### src/rtl/tlc_phase_sequencer.sv
// -----------------------------------------------------------------------------
// tlc_phase_sequencer
//
// Phase sequencer for a two-road intersection (road 1 = highway, road 2 =
// farm road). A registered phase FSM drives both lamp sets. One shared
// down-counting phase timer advances on a prescaled tick. Farm-road sensor
// requests are arbitrated against the highway minimum green. A flash
// (fail-safe) mode is entered only from an all-red clearance state.
//
// Ports:
//   CLK       in   system clock, rising edge
//   RST_N     in   asynchronous active-low reset
//   CLR       in   synchronous clear (same effect as reset, next edge)
//   TEST      in   1 = one tick per clock, prescaler held at 0
//   FM        in   flash-mode request
//   FARM_SNS  in   farm-road vehicle sensor (synchronous level)
//   PED_REQ   in   pedestrian request (only with TLC_PED_EN)
//   WALK      out  walk lamp, on throughout FG (only with TLC_PED_EN)
//   GRN1/YLW1/RED1  out  highway lamps (registered)
//   GRN2/YLW2/RED2  out  farm lamps (registered)
//   PHASE     out  current FSM state encoding
//   TICK      out  internal tick strobe
//
// Optional feature: define TLC_PED_EN to add the pedestrian request input
// and the WALK output.
// -----------------------------------------------------------------------------
module tlc_phase_sequencer #(
    parameter int TICK_DIV = 1000,
    parameter int TW       = 8,
    parameter int HG_MIN   = 25,
    parameter int Y_TIME   = 4,
    parameter int AR_TIME  = 2,
    parameter int FG_MIN   = 5,
    parameter int FG_MAX   = 25
) (
    input  logic       CLK,
    input  logic       RST_N,
    input  logic       CLR,
    input  logic       TEST,
    input  logic       FM,
    input  logic       FARM_SNS,
`ifdef TLC_PED_EN
    input  logic       PED_REQ,
    output logic       WALK,
`endif
    output logic       GRN1,
    output logic       YLW1,
    output logic       RED1,
    output logic       GRN2,
    output logic       YLW2,
    output logic       RED2,
    output logic [2:0] PHASE,
    output logic       TICK
);

    typedef enum logic [2:0] {
        ST_AR0   = 3'd0,
        ST_HG    = 3'd1,
        ST_HY    = 3'd2,
        ST_AR1   = 3'd3,
        ST_FG    = 3'd4,
        ST_FY    = 3'd5,
        ST_AR2   = 3'd6,
        ST_FLASH = 3'd7
    } phase_e;

    localparam int            PW       = $clog2(TICK_DIV);
    localparam logic [PW-1:0] PS_LAST  = PW'(TICK_DIV - 1);
    localparam logic [TW-1:0] T_AR     = TW'(AR_TIME - 1);
    // FG may be cut short once at least FG_MIN ticks have elapsed, i.e. once
    // the remaining count has fallen to FG_MAX-FG_MIN.
    localparam logic [TW-1:0] FG_EARLY = TW'(FG_MAX - FG_MIN);
    // Lamp vector order: {GRN1, YLW1, RED1, GRN2, YLW2, RED2}.
    localparam logic [5:0]    LAMPS_AR = 6'b001_001;

    // Timer load value (duration-1) for the state being entered.
    function automatic logic [TW-1:0] load_for(input phase_e s);
        logic [TW-1:0] v;
        case (s)
            ST_HG:                  v = TW'(HG_MIN - 1);
            ST_HY, ST_FY:           v = TW'(Y_TIME - 1);
            ST_FG:                  v = TW'(FG_MAX - 1);
            ST_AR0, ST_AR1, ST_AR2: v = T_AR;
            default:                v = {TW{1'b0}};
        endcase
        return v;
    endfunction

    // Lamp pattern for a state; in FLASH the blink phase drives YLW1/RED2.
    function automatic logic [5:0] lamp_decode(input phase_e s, input logic fl);
        logic [5:0] v;
        case (s)
            ST_HG:    v = 6'b100_001;
            ST_HY:    v = 6'b010_001;
            ST_FG:    v = 6'b001_100;
            ST_FY:    v = 6'b001_010;
            ST_FLASH: v = {1'b0, fl, 1'b0, 1'b0, 1'b0, fl};
            default:  v = LAMPS_AR;
        endcase
        return v;
    endfunction

    phase_e        state_q, state_d;
    logic [TW-1:0] tmr_q, tmr_d, tmr_run_s;
    logic [PW-1:0] ps_q, ps_d;
    logic          req_q, req_d;
    logic          flash_q, flash_d;
    logic [5:0]    lamps_q, lamps_d;
    logic          tick_s, expire_s, fg_early_s, req_set_s, fg_entry_s;
`ifdef TLC_PED_EN
    logic          ped_seen_q, ped_seen_d;
    logic          walk_q, walk_d;
    logic          ped_block_s;
`endif

    // Tick prescaler: wraps at TICK_DIV-1, held at zero in test-speed mode.
    always_comb begin
        tick_s = TEST | (ps_q == PS_LAST);
        if (TEST) begin
            ps_d = {PW{1'b0}};
        end else if (ps_q == PS_LAST) begin
            ps_d = {PW{1'b0}};
        end else begin
            ps_d = ps_q + 1'b1;
        end
    end

    // Phase next-state, timer, request latch and lamp decode.
    always_comb begin
        expire_s = tick_s && (tmr_q == {TW{1'b0}});
`ifdef TLC_PED_EN
        ped_block_s = ped_seen_q | PED_REQ;
        req_set_s   = FARM_SNS | PED_REQ;
        fg_early_s  = tick_s && !FARM_SNS && (tmr_q <= FG_EARLY) && !ped_block_s;
`else
        req_set_s   = FARM_SNS;
        fg_early_s  = tick_s && !FARM_SNS && (tmr_q <= FG_EARLY);
`endif
        state_d = state_q;
        case (state_q)
            ST_AR0: begin
                if (expire_s) state_d = FM ? ST_FLASH : ST_HG;
                else          state_d = state_q;
            end
            ST_HG: begin
                // HG only ends at its minimum when a request is pending.
                if (expire_s && req_q) state_d = ST_HY;
                else                   state_d = state_q;
            end
            ST_HY: begin
                if (expire_s) state_d = ST_AR1;
                else          state_d = state_q;
            end
            ST_AR1: begin
                if (expire_s) state_d = FM ? ST_FLASH : ST_FG;
                else          state_d = state_q;
            end
            ST_FG: begin
                if (expire_s || fg_early_s) state_d = ST_FY;
                else                        state_d = state_q;
            end
            ST_FY: begin
                if (expire_s) state_d = ST_AR2;
                else          state_d = state_q;
            end
            ST_AR2: begin
                if (expire_s) state_d = FM ? ST_FLASH : ST_HG;
                else          state_d = state_q;
            end
            ST_FLASH: begin
                if (tick_s && !FM) state_d = ST_AR0;
                else               state_d = state_q;
            end
            default: state_d = ST_AR0;
        endcase

        // Timer counts down on ticks and saturates at zero; reload on entry.
        tmr_run_s = (tick_s && (tmr_q != {TW{1'b0}})) ? (tmr_q - 1'b1) : tmr_q;
        tmr_d     = (state_d != state_q) ? load_for(state_d) : tmr_run_s;

        // Blink phase restarts lit on any state entry, toggles per FLASH tick.
        flash_d = (state_d != state_q) ? 1'b1 :
                  ((state_q == ST_FLASH) && tick_s) ? ~flash_q : flash_q;

        // Clear on FG entry wins over a simultaneous set.
        fg_entry_s = (state_d == ST_FG) && (state_q != ST_FG);
        req_d      = fg_entry_s ? 1'b0 : (req_q | req_set_s);

`ifdef TLC_PED_EN
        if (fg_entry_s)                        ped_seen_d = 1'b0;
        else if ((state_q == ST_FG) && PED_REQ) ped_seen_d = 1'b1;
        else                                   ped_seen_d = ped_seen_q;
        walk_d = (state_d == ST_FG);
`endif
        lamps_d = lamp_decode(state_d, flash_d);
    end

    // Phase FSM state, timer, prescaler, request latch and registered lamps.
    always_ff @(posedge CLK or negedge RST_N) begin
        if (!RST_N) begin
            state_q    <= ST_AR0;
            tmr_q      <= T_AR;
            ps_q       <= {PW{1'b0}};
            req_q      <= 1'b0;
            flash_q    <= 1'b1;
            lamps_q    <= LAMPS_AR;
`ifdef TLC_PED_EN
            ped_seen_q <= 1'b0;
            walk_q     <= 1'b0;
`endif
        end else if (CLR) begin
            state_q    <= ST_AR0;
            tmr_q      <= T_AR;
            ps_q       <= {PW{1'b0}};
            req_q      <= 1'b0;
            flash_q    <= 1'b1;
            lamps_q    <= LAMPS_AR;
`ifdef TLC_PED_EN
            ped_seen_q <= 1'b0;
            walk_q     <= 1'b0;
`endif
        end else begin
            state_q    <= state_d;
            tmr_q      <= tmr_d;
            ps_q       <= ps_d;
            req_q      <= req_d;
            flash_q    <= flash_d;
            lamps_q    <= lamps_d;
`ifdef TLC_PED_EN
            ped_seen_q <= ped_seen_d;
            walk_q     <= walk_d;
`endif
        end
    end

    assign {GRN1, YLW1, RED1, GRN2, YLW2, RED2} = lamps_q;
    assign PHASE = state_q;
    assign TICK  = tick_s;
`ifdef TLC_PED_EN
    assign WALK  = walk_q;
`endif

endmodule

### config.mk
export PLATFORM = sky130hd
export DESIGN_NAME = tlc_phase_sequencer
export DESIGN_NICKNAME = d
export VERILOG_FILES = /design/src/rtl/tlc_phase_sequencer.sv
export SDC_FILE = /design/constraint.sdc
export NUM_CORES = 1
export LEC_CHECK = 0
export CAP_MARGIN = 20
export CORE_ASPECT_RATIO = 0.5
export CORE_MARGIN = 5
export CORE_UTILIZATION = 57
export DETAILED_ROUTE_END_ITERATION = 8
export PLACE_DENSITY = 0.88
export SLEW_MARGIN = 0
export SYNTH_ARGS = -nofsm -noshare
export SYNTH_HDL_FRONTEND = slang
export SYNTH_SLANG_ARGS = --single-unit
export TNS_END_PERCENT = 30
### constraint.sdc
create_clock -name CLK -period 2.7 [get_ports CLK]
set_input_delay 0.54 -clock CLK [delete_from_list [all_inputs] [get_ports CLK]]
set_output_delay 0.54 -clock CLK [all_outputs]
set_load 0.02 [all_outputs]
# Word-level counts from Yosys, hierarchy flattened
# Cells that the tools add are included.
# Widths: inputs -> output; s select.
[word_totals] reg_bits=29 elab_cells=74
[classes] n_addsub=2 order_cmp=1 eq_ne=17 n_mux=25 bitwise=3 n_reduce_logical=20
[ops] op="$mux 10" count=3
[ops] op="$pmux 6 s5" count=1
[ops] op="$mux 3" count=9
[ops] op="$eq 3x3->1 const B" count=8
[ops] op="$mux 8" count=3
[ops] op="$pmux 3 s7" count=1
[ops] op="$pmux 5 s3" count=1
[ops] op="$eq 3x2->1 const B" count=4
[ops] op="$add 10x1->10 const B" count=1
[ops] op="$eq 10x10->1 const B" count=1
[ops] op="$le 8x5->1 const B" count=1
[ops] op="$logic_and 1x1->1" count=8
[ops] op="$logic_not 8->1" count=1
[ops] op="$reduce_bool 8->1" count=1
[ops] op="$sub 8x1->8 const B" count=1
[ops] op="$eq 3x1->1 const B" count=2
[ops] op="$logic_not 3->1" count=2
[ops] op="$mux 6" count=1
[ops] op="$reduce_or 2->1" count=3
[ops] op="$mux 1" count=5
[ops] op="$ne 3x3->1" count=1
[ops] op="$ne 3x3->1 const B" count=1
[ops] op="$reduce_bool 3->1" count=1
[ops] op="$reduce_or 3->1" count=1
[ops] op="5 further kinds" count=7

# Depth between registers and ports, before layout
# Gate-level depths: netlist (run 1).
[depth] ltp_word=12 depth_mapped=11

# Worst setup path before layout (run 1)
# OpenSTA, ideal clock, no wires.
[synth_timing] path_kind="register to register" from="reg ps_q[0]" to="reg tmr_q[1]" setup_time_ps=87 arrival_ps=2182 slack_ps=431 stages_incl_launch_ff=11 n_path_buf=1 synth_period_minus_slack_ps=2269 cell_sequence="dfrtp_1 -> ha_1 -> and4b_4 -> a31oi_4 -> buf_6 -> inv_2 -> o211ai_1 -> nand3_2 -> or2_1 -> a2bb2oi_1 -> a211oi_2"
[synth_between] elab_chain_len=12 word_cells_on_any_way=32 classes_between="eq/ne (8); mux (11); bitwise (1); reduce/logical (12)"
[synth_lines] item="from (decl)" line="105" text="logic [PW-1:0] ps_q, ps_d;"
[synth_lines] item="from (signal assigned)" line="203" text="ps_q <= {PW{1'b0}};"
[synth_lines] item="from (signal assigned)" line="214" text="ps_q <= {PW{1'b0}};"
[synth_lines] item="from (signal assigned)" line="225" text="ps_q <= ps_d;"
[synth_lines] item="$eq 10x10->1 *" line="118" text="tick_s = TEST | (ps_q == PS_LAST);"
[synth_lines] item="$or 1x1->1 *" line="118"
[synth_lines] item="via TICK" line="53" text="output logic TICK"
[synth_lines] item="$logic_and 1x1->1 (2 in series)" line="137" text="fg_early_s = tick_s && !FARM_SNS && (tmr_q <= FG_EARLY);"
[synth_lines] item="$logic_or 1x1->1" line="159" text="if (expire_s || fg_early_s) state_d = ST_FY;"
[synth_lines] item="$mux 3" line="159"
[synth_lines] item="$pmux 3 s7" line="140" text="case (state_q)"
[synth_lines] item="$eq 3x2->1, or another cell as far along" line="79" text="case (s)"
[synth_lines] item="$reduce_or 3->1, or another cell as far along" line="79"
[synth_lines] item="$pmux 5 s3" line="79"
[synth_lines] item="$mux 8" line="179" text="tmr_d = (state_d != state_q) ? load_for(state_d) : tmr_run_s;"
[synth_lines] item="$mux 8" line="211" text="end else if (CLR) begin"
[synth_lines] item="to (signal assigned)" line="224" text="tmr_q <= tmr_d;"
[synth_lines] item="to (decl)" line="104" text="logic [TW-1:0] tmr_q, tmr_d, tmr_run_s;"
# Mark *: on every way through the listed nets, which the timed path passes. The rest lies on a longest branch.
# A chain may end at the register's enable or synchronous reset.

# Worst setup path in the final report (run 1)
[layout_timing] from="reg ps_q[0]" to="out TICK"
[layout_between] elab_chain_len=2
[layout_lines] item="$eq 10x10->1" line="118"
[layout_lines] item="$or 1x1->1" line="118"
[layout_lines] item="to (decl)" line="53"
# Every way passes these cells.

==> results.sh, run 1 <==
export IMPL_outcome="complete, no violations"
export IMPL_grt_overflow_total=0
export IMPL_die_y_microns=50.50
export IMPL_ant_nets=0
export IMPL_synth_edf_count=0
export IMPL_via_count=1573
export IMPL_first_global_vias=1477
export IMPL_core_rowCount=14
export IMPL_cts_sinks=29
export IMPL_htreeDepth=2
export IMPL_seq_area_frac_synth_pct=39.09
export IMPL_fin_nets=220
export IMPL_avgSynthCellArea_sq_um=9.890
export IMPL_path_clk_slew_ns=0.06
export IMPL_antenna_found_initial=0
export IMPL_final_cell_area_sq_mm=0.002157
export IMPL_via_per_inst=6.242
export IMPL_yosysTopAreaCell="dfrtp_1"
export IMPL_cts_root_buffer="clkbuf_8"
export IMPL_period_share_pct=99.30
export IMPL_final_hold_violation_count=0
export IMPL_netlist_area_leader_share_pct=33.47
export IMPL_post_synth_inst_count=189
export IMPL_worst_slack_ns=0.01879
export IMPL_postCtsHoldBufs=0
export IMPL_cap_viol_max_count=0
export IMPL_grt_use_total_pct=19.64
export IMPL_placed_cell_area_sq_mm=0.002054
export IMPL_slew_violations=0
export IMPL_reg2reg_slack_ns=0.13
export IMPL_critPathLaunchType="register"
export IMPL_wl_per_cell_microns=16.79
export IMPL_syn_nets=198
export IMPL_worstPathMaxFanout=10
export IMPL_ys_top_cells_by_count="25 x dfrtp_1, 25 x nor2_1, 11 x xor2_1"
export IMPL_synth_main_ff_cell="dfrtp_1"
export IMPL_worstPathCellList="ha_1 > and4b_4 > a31oi_4 > inv_2 > clkdlybuf4s50_1"
export IMPL_max_freq_ghz=0.3730
export IMPL_die_area_sq_mm=0.004594
export IMPL_powerDensity_mw_per_mm2=1140
export IMPL_drive_gt1_share_pct=20.75
export IMPL_grt_max_degree=30
export IMPL_max_stage_delay_ns=0.56
export IMPL_cts_setup_buffers=0
export IMPL_rsz0062_at_grt="true"
export IMPL_period_needed_ns=2.681
export IMPL_finClkSkew_ns=0.007467
export IMPL_dp_slack_ns=0.04810
export IMPL_worst_setup_path_type="reg2out"
export IMPL_synth_cell_types=60
export IMPL_async_flop_share_pct=100.0
export IMPL_area_growth_synth_to_final_pct=15.39
export IMPL_worst_pin_slew_ns=0.4706
export IMPL_ys_ff_latch=29
export IMPL_power_uw=2459
export IMPL_hold_class="reg2reg"
export IMPL_io_pins=16
export IMPL_setup_violations=0
export IMPL_insertion_delay_ns=0.29
export IMPL_fp_coreArea_sq_mm=0.003065
export IMPL_chipWidth_microns=90.99
export IMPL_grt_pass1_wl_microns=7100
export IMPL_crit_required_ns=2.16
export IMPL_drt_pass1_iterations=4
export IMPL_detailed_place_hpwl_microns=2958
export IMPL_io_buffer_count=15
export IMPL_cellLeakagePower_uw=0.0008763
export IMPL_yosysWarnings=0
export IMPL_finalWeightedCongestion=0.8982
export IMPL_drcViolationCount=0
export IMPL_cp_arrival_ns=2.14
export IMPL_synth_area_leaders="dfrtp_1 33%, dfstp_2 5.6%, xor2_1 5.2%, nor2_1 5.0%, xnor2_1 3.3%"
export IMPL_initial_core_util_pct=60.98
export IMPL_crit_path_top_delay_cell="clkdlybuf4s50_1"
export IMPL_cts_tree="done"
export IMPL_wirelength_microns=4231
export IMPL_numCtsBuffers=5
export IMPL_peakVddDrop_mv=0.5497
export IMPL_netlist_area_sq_mm=0.001869
export IMPL_drt_iter0_markers=76
export IMPL_cts_max_path_buffers=2
export IMPL_num_antenna_cells=0
export IMPL_relSlewSlack_pct=68.63
export IMPL_endpoint_kind="output port"
[layout by cell type (no fill, tap or decap), types with 2 or more instances in the layout]
| cell type | n |
|---|---|
| a21oi_1 | 5 |
| buf_4 | 9 |
| clkbuf_8 | 7 |
| inv_2 | 2 |
| a21oi_2 | 2 |
| or2_1 | 2 |
| o211ai_1 | 5 |
| nand3_1 | 8 |
| nor4_1 | 3 |
| inv_1 | 6 |
| xnor2_1 | 7 |
| nor3b_1 | 2 |
| and3_1 | 3 |
| o21ai_0 | 3 |
| a31oi_1 | 4 |
| nor2_1 | 25 |
| xor2_1 | 11 |
| clkdlybuf4s50_1 | 15 |
| o31ai_1 | 3 |
| dfrtp_1 | 25 |
| nand2b_1 | 3 |
| nand4b_1 | 2 |
| nor3_1 | 9 |
| nand2_1 | 7 |
| dfstp_2 | 4 |
| a211oi_2 | 4 |
| or3_1 | 4 |
| ha_1 | 3 |
[per-layer routing]
layer / routed length (microns) / up-vias / GRT usage [%] / share of wire [%]
met3: 288 / 6 / 4.179 / 6.8
met2: 2022 / 80 / 32.42 / 48
met4: 46 / 0 / 8.049 / 1.1
met1: 1872 / 758 / 25.54 / 44
met5: 0 / - / 0 / 0
li1: - / 729 / - / -
[registers in the layout, summed over array words and instances (netlist names)]
signal   count
lamps_q      6
PHASE        3
ps_q        10
flash_q      1
req_q        1
tmr_q        8
[path summary, 6_finish.rpt]
kind                                             end  depth (start not counted)                  from
max in group asynchronous          flash_q$_DFF_PN1_                          2                 RST_N
worst max register to register  lamps_q[5]$_DFF_PN0_                          9  tmr_q[1]$_DFFE_PN0P_
worst max-delay path                            TICK                          5     ps_q[0]$_DFF_PN0_
worst min-delay path               ps_q[0]$_DFF_PN0_                          1     ps_q[0]$_DFF_PN0_
worst min register to register     ps_q[0]$_DFF_PN0_                          1     ps_q[0]$_DFF_PN0_
min in group asynchronous         PHASE[1]$_DFF_PN0_                          2                 RST_N
[report_power, final]
part / internal (uW) / leakage [uW] / total [uW] / switching (uW)
Sequential: 543 / 0.000385 / 697 / 154
Combinational: 579 / 0.000437 / 1360 / 778
Clock: 230 / 0.0000542 / 405 / 175
Total: 1350 / 0.000876 / 2460 / 1110
[what timing repair did]
action | 4_1_cts | 5_1_grt
resized for setup | 0 | 1
endpoints found under the setup margin | 1 | 3
pin swaps | 1 | 0
[critical path, delay by kind of cell, from the launching register on]
family,cells,cell delay (ns)
AOI/OAI and AO/OA,1,0.29
buffers and inverters,2,0.68
and+or+nand+nor,1,0.23
DFF,1,0.40
adders and majority gates,1,0.25
[through the flow]
| step | hold slack (ns) | cells | TNS, ns | utilization, % |
|---|---|---|---|---|
| 2_1_floorplan | 0.2444 | 189 | 0 | - |
| 3_3_place_gp | 0.4693 | 244 | 0 | 67.02 |
| 3_5_place_dp | 0.4762 | 244 | 0 | 67.02 |
| 4_1_cts | 0.4841 | 252 | 0 | 70.33 |
| 5_1_grt | 0.4961 | 252 | -0.09900 | 70.37 |
| 6_report | 0.4820 | 252 | 0 | 70.37 |
[cells by family after synthesis]
family,Yosys count,synth area share [%]
AO/OA/AOI/OAI,44,20.68
AND/OR/NAND/NOR,77,23.23
flip-flops,29,39.09
XOR/XNOR,18,8.434
adder cells (fa/ha/maj),3,2.008
multiplexers,1,0.5355
buffers and inverters,17,6.024
[final cells by class]
cell class                 count  area [sq um]
multi-input combinational    143          1027
timing repair buffer          24         217.7
inverter                       8         30.03
clock buffer                   7         96.34
sequential                    29         730.7
fill                         216         908.4
tap                           40         50.05
clock inverter                 1         5.005
No activity file was read; power rests on OpenSTA's default activity.
==> run 2, diff against run 1 <==
--- a/config.mk
+++ b/config.mk
@@ -5,6 +5,7 @@
 export SDC_FILE = /design/constraint.sdc
 export NUM_CORES = 1
 export LEC_CHECK = 0
+export ABC_AREA = 1
 export CAP_MARGIN = 20
 export CORE_ASPECT_RATIO = 0.5
 export CORE_MARGIN = 5
==> run 2 against run 1 <==
Register-to-register slack gained 0.24 ns. Sequential power shrank 11%. First-iteration DRC count grew 120%. Largest cell class unchanged. Final cell count grew 18%. Hold slack lost 0.017 ns. Synthesized area shrank 5.7%. Combinational power shrank 9%. Fmax grew 9.2%. Count of clock-buffer cells in the layout shrank 1.
==> results.sh, run 2 <==
export IMPL_outcome="complete, no violations"
export IMPL_holdPathStages=1
export IMPL_top_register="ps_q"
export IMPL_netlist_area_leader_share_pct=35.49
export IMPL_area_growth_synth_to_final_pct=16.25
export IMPL_numCtsBuffers=5
export IMPL_slew_violations=0
export IMPL_grt_overflow_total=0
export IMPL_post_synth_top_count_cell="nand2_1"
export IMPL_insertion_delay_ns=0.28
export IMPL_placed_cell_area_sq_mm=0.001967
export IMPL_reg_top3="ps_q x10, tmr_q x8, lamps_q x6"
export IMPL_max_stage_delay_ns=0.63
export IMPL_first_global_vias=1558
export IMPL_postCtsHoldBufs=0
export IMPL_io_pins=16
export IMPL_chipWidth_microns=88.65
export IMPL_via_count=1685
export IMPL_cp_arrival_ns=1.92
export IMPL_synth_area_leaders="dfrtp_1 35%, nand2_1 11%, nor2_1 7.9%, nand3_1 6.8%, dfstp_2 6.0%"
export IMPL_cts_resized=0
export IMPL_ys_ff_latch=29
export IMPL_initial_core_util_pct=59.20
export IMPL_worst_pin_slew_ns=0.5167
export IMPL_synth_main_ff_cell="dfrtp_1"
export IMPL_critPathTopFamily="buffers and inverters"
export IMPL_detailed_place_hpwl_microns=2934
export IMPL_drcViolationCount=0
export IMPL_crit_top_cell="nand2_1"
export IMPL_hold_class="reg2reg"
export IMPL_dp_cells=289
export IMPL_via_per_inst=5.673
export IMPL_die_y_microns=49.33
export IMPL_critPathLaunchType="register"
export IMPL_avgSynthCellArea_sq_um=7.566
export IMPL_wl_per_cell_microns=13.74
export IMPL_peakVddDrop_mv=0.5262
export IMPL_powerDensity_mw_per_mm2=1073
export IMPL_final_hold_violation_count=0
export IMPL_cap_viol_max_count=0
export IMPL_period_share_pct=90.97
export IMPL_worst_setup_path_type="reg2out"
export IMPL_mostFrequentLayoutCells="52 x nand2_1, 37 x nor2_1, 26 x inv_1"
export IMPL_synth_cell_types=35
export IMPL_async_flop_share_pct=100.0
export IMPL_path_buf_inv=1
export IMPL_endpoint_kind="output port"
export IMPL_antenna_found_initial=0
export IMPL_post_synth_inst_count=233
export IMPL_htreeDepth=2
export IMPL_cts_sinks=29
export IMPL_timing_critical_path_from="ps_q[0]$_DFF_PN0_"
export IMPL_cts_root_buffer="clkbuf_8"
export IMPL_final_common_cell="nand2_1"
export IMPL_seq_area_frac_synth_pct=41.45
export IMPL_wirelength_microns=4082
export IMPL_reg2reg_slack_ns=0.37
export IMPL_setup_violations=0
export IMPL_yosysWarnings=0
export IMPL_hold_end="ps_q[0]$_DFF_PN0_"
export IMPL_grt_max_degree=30
export IMPL_rsz0062_at_grt="false"
export IMPL_netlist_area_sq_mm=0.001763
export IMPL_min_from="ps_q[0]$_DFF_PN0_"
export IMPL_cts_tree="done"
export IMPL_cts_max_path_buffers=2
export IMPL_finalWeightedCongestion=0.8743
export IMPL_synth_edf_count=0
export IMPL_fin_nets=265
export IMPL_relSlewSlack_pct=65.23
export IMPL_r2r_cells=14
export IMPL_core_rowCount=14
export IMPL_ant_nets=0
export IMPL_cts_setup_buffers=0
export IMPL_syn_nets=242
export IMPL_io_buffer_count=15
export IMPL_crit_path_top_delay_cell="clkdlybuf4s50_1"
export IMPL_die_area_sq_mm=0.004373
export IMPL_ys_top_cells_by_count="52 x nand2_1, 37 x nor2_1, 26 x inv_1"
export IMPL_reg2reg_to="tmr_q[3]$_DFFE_PN0P_"
export IMPL_yosysTopAreaCell="dfrtp_1"
export IMPL_cellLeakagePower_uw=0.0009776
export IMPL_worstPathCellList="ha_1 > nand2_1 > nor2_1 > nand2_1 > nand2_4 > clkdlybuf4s50_1"
export IMPL_fp_coreArea_sq_mm=0.002978
export IMPL_tns_ns=0
export IMPL_layout_cells_non_filler=297
export IMPL_period_needed_ns=2.456
export IMPL_num_antenna_cells=0
export IMPL_final_cell_area_sq_mm=0.002049
export IMPL_drt_pass1_iterations=5
export IMPL_max_freq_ghz=0.4071
export IMPL_crit_required_ns=2.16
export IMPL_worstPathMaxFanout=10
export IMPL_drive_gt1_share_pct=11.28
export IMPL_path_clk_slew_ns=0.06
export IMPL_largest_reg_flops=10
export IMPL_grt_pass1_wl_microns=6962
export IMPL_grt_use_total_pct=20.51
export IMPL_drt_iter0_markers=164
export IMPL_r2r_start="tmr_q[0]$_DFFE_PN1P_"
export IMPL_finClkSkew_ns=0.002210
run 2: changes by cell type after synthesis, sizes merged, moves of 5 or more:
| cell | before | now |
|---|---|---|
| buf | 6 | 1 |
| inv | 8 | 28 |
| nand2 | 8 | 58 |
| nand3 | 9 | 26 |
| nand4 | 0 | 7 |
| nor2 | 25 | 42 |
| o31ai | 5 | 0 |
| xor2 | 11 | 5 |
run 2: metrics by stage:
step / hold WS [ns] / power (uW) / util (%) / setup WS (ns)
6_report: 0.4652 / 2199 / 68.82 / 0.2439
5_1_grt: 0.5017 / 2383 / 68.82 / 0.1056
4_1_cts: 0.4725 / 2182 / 68.82 / 0.2354
3_5_place_dp: 0.4645 / 1828 / 66.05 / 0.2562
3_3_place_gp: 0.4507 / 1778 / 66.05 / 0.3404
2_1_floorplan: 0.2444 / 1524 / - / 0.6954
run 2: worst max path at each step:
stage,endpoint,slack (ns),cells past startpoint
CTS,TICK,0.24,6
global route,TICK,0.11,6
detailed placement,tmr_q[7]$_DFFE_PN0P_,0.26,14
floorplan,tmr_q[4]$_DFFE_PN0P_,0.70,16
finish,TICK,0.24,6
global placement,tmr_q[7]$_DFFE_PN0P_,0.34,14
run 2: cells by family (layout without fill, tap and decap cells):
family                     Yosys count  count (layout)  synth area share [%]
and+or+nand+nor                    146             146                 40.03
AOI/OAI and AO/OA                   17              17                 5.465
adders and majority gates            3               3                 2.129
xor gates and xnor gates             8               8                 3.975
buffers and inverters               30              54                 6.955
DFF                                 29              29                 41.45
run 2: layout make-up:
class / count / area [sq um]
clock buffer: 6 / 72.57
clock inverter: 2 / 10.01
multi-input combinational: 174 / 909.6
sequential: 29 / 730.7
inverter: 29 / 111.4
timing repair buffer: 17 / 165.2
fill: 230 / 928.4
tap: 40 / 50.05
run 2: per-layer routing:
| layer | vias to the layer above | GRT usage (%) | share of wire (%) |
|---|---|---|---|
| met5 | - | 0 | 0 |
| li1 | 797 | - | - |
| met2 | 86 | 32.88 | 48 |
| met1 | 792 | 25.60 | 42 |
| met3 | 10 | 5.734 | 7.8 |
| met4 | 0 | 9.045 | 1.6 |
run 2: report_power, final:
group / total [uW] / internal, uW / switching (uW)
registers: 622 / 541 / 81.6
logic: 1240 / 426 / 812
clock network: 339 / 178 / 161
total: 2200 / 1140 / 1050
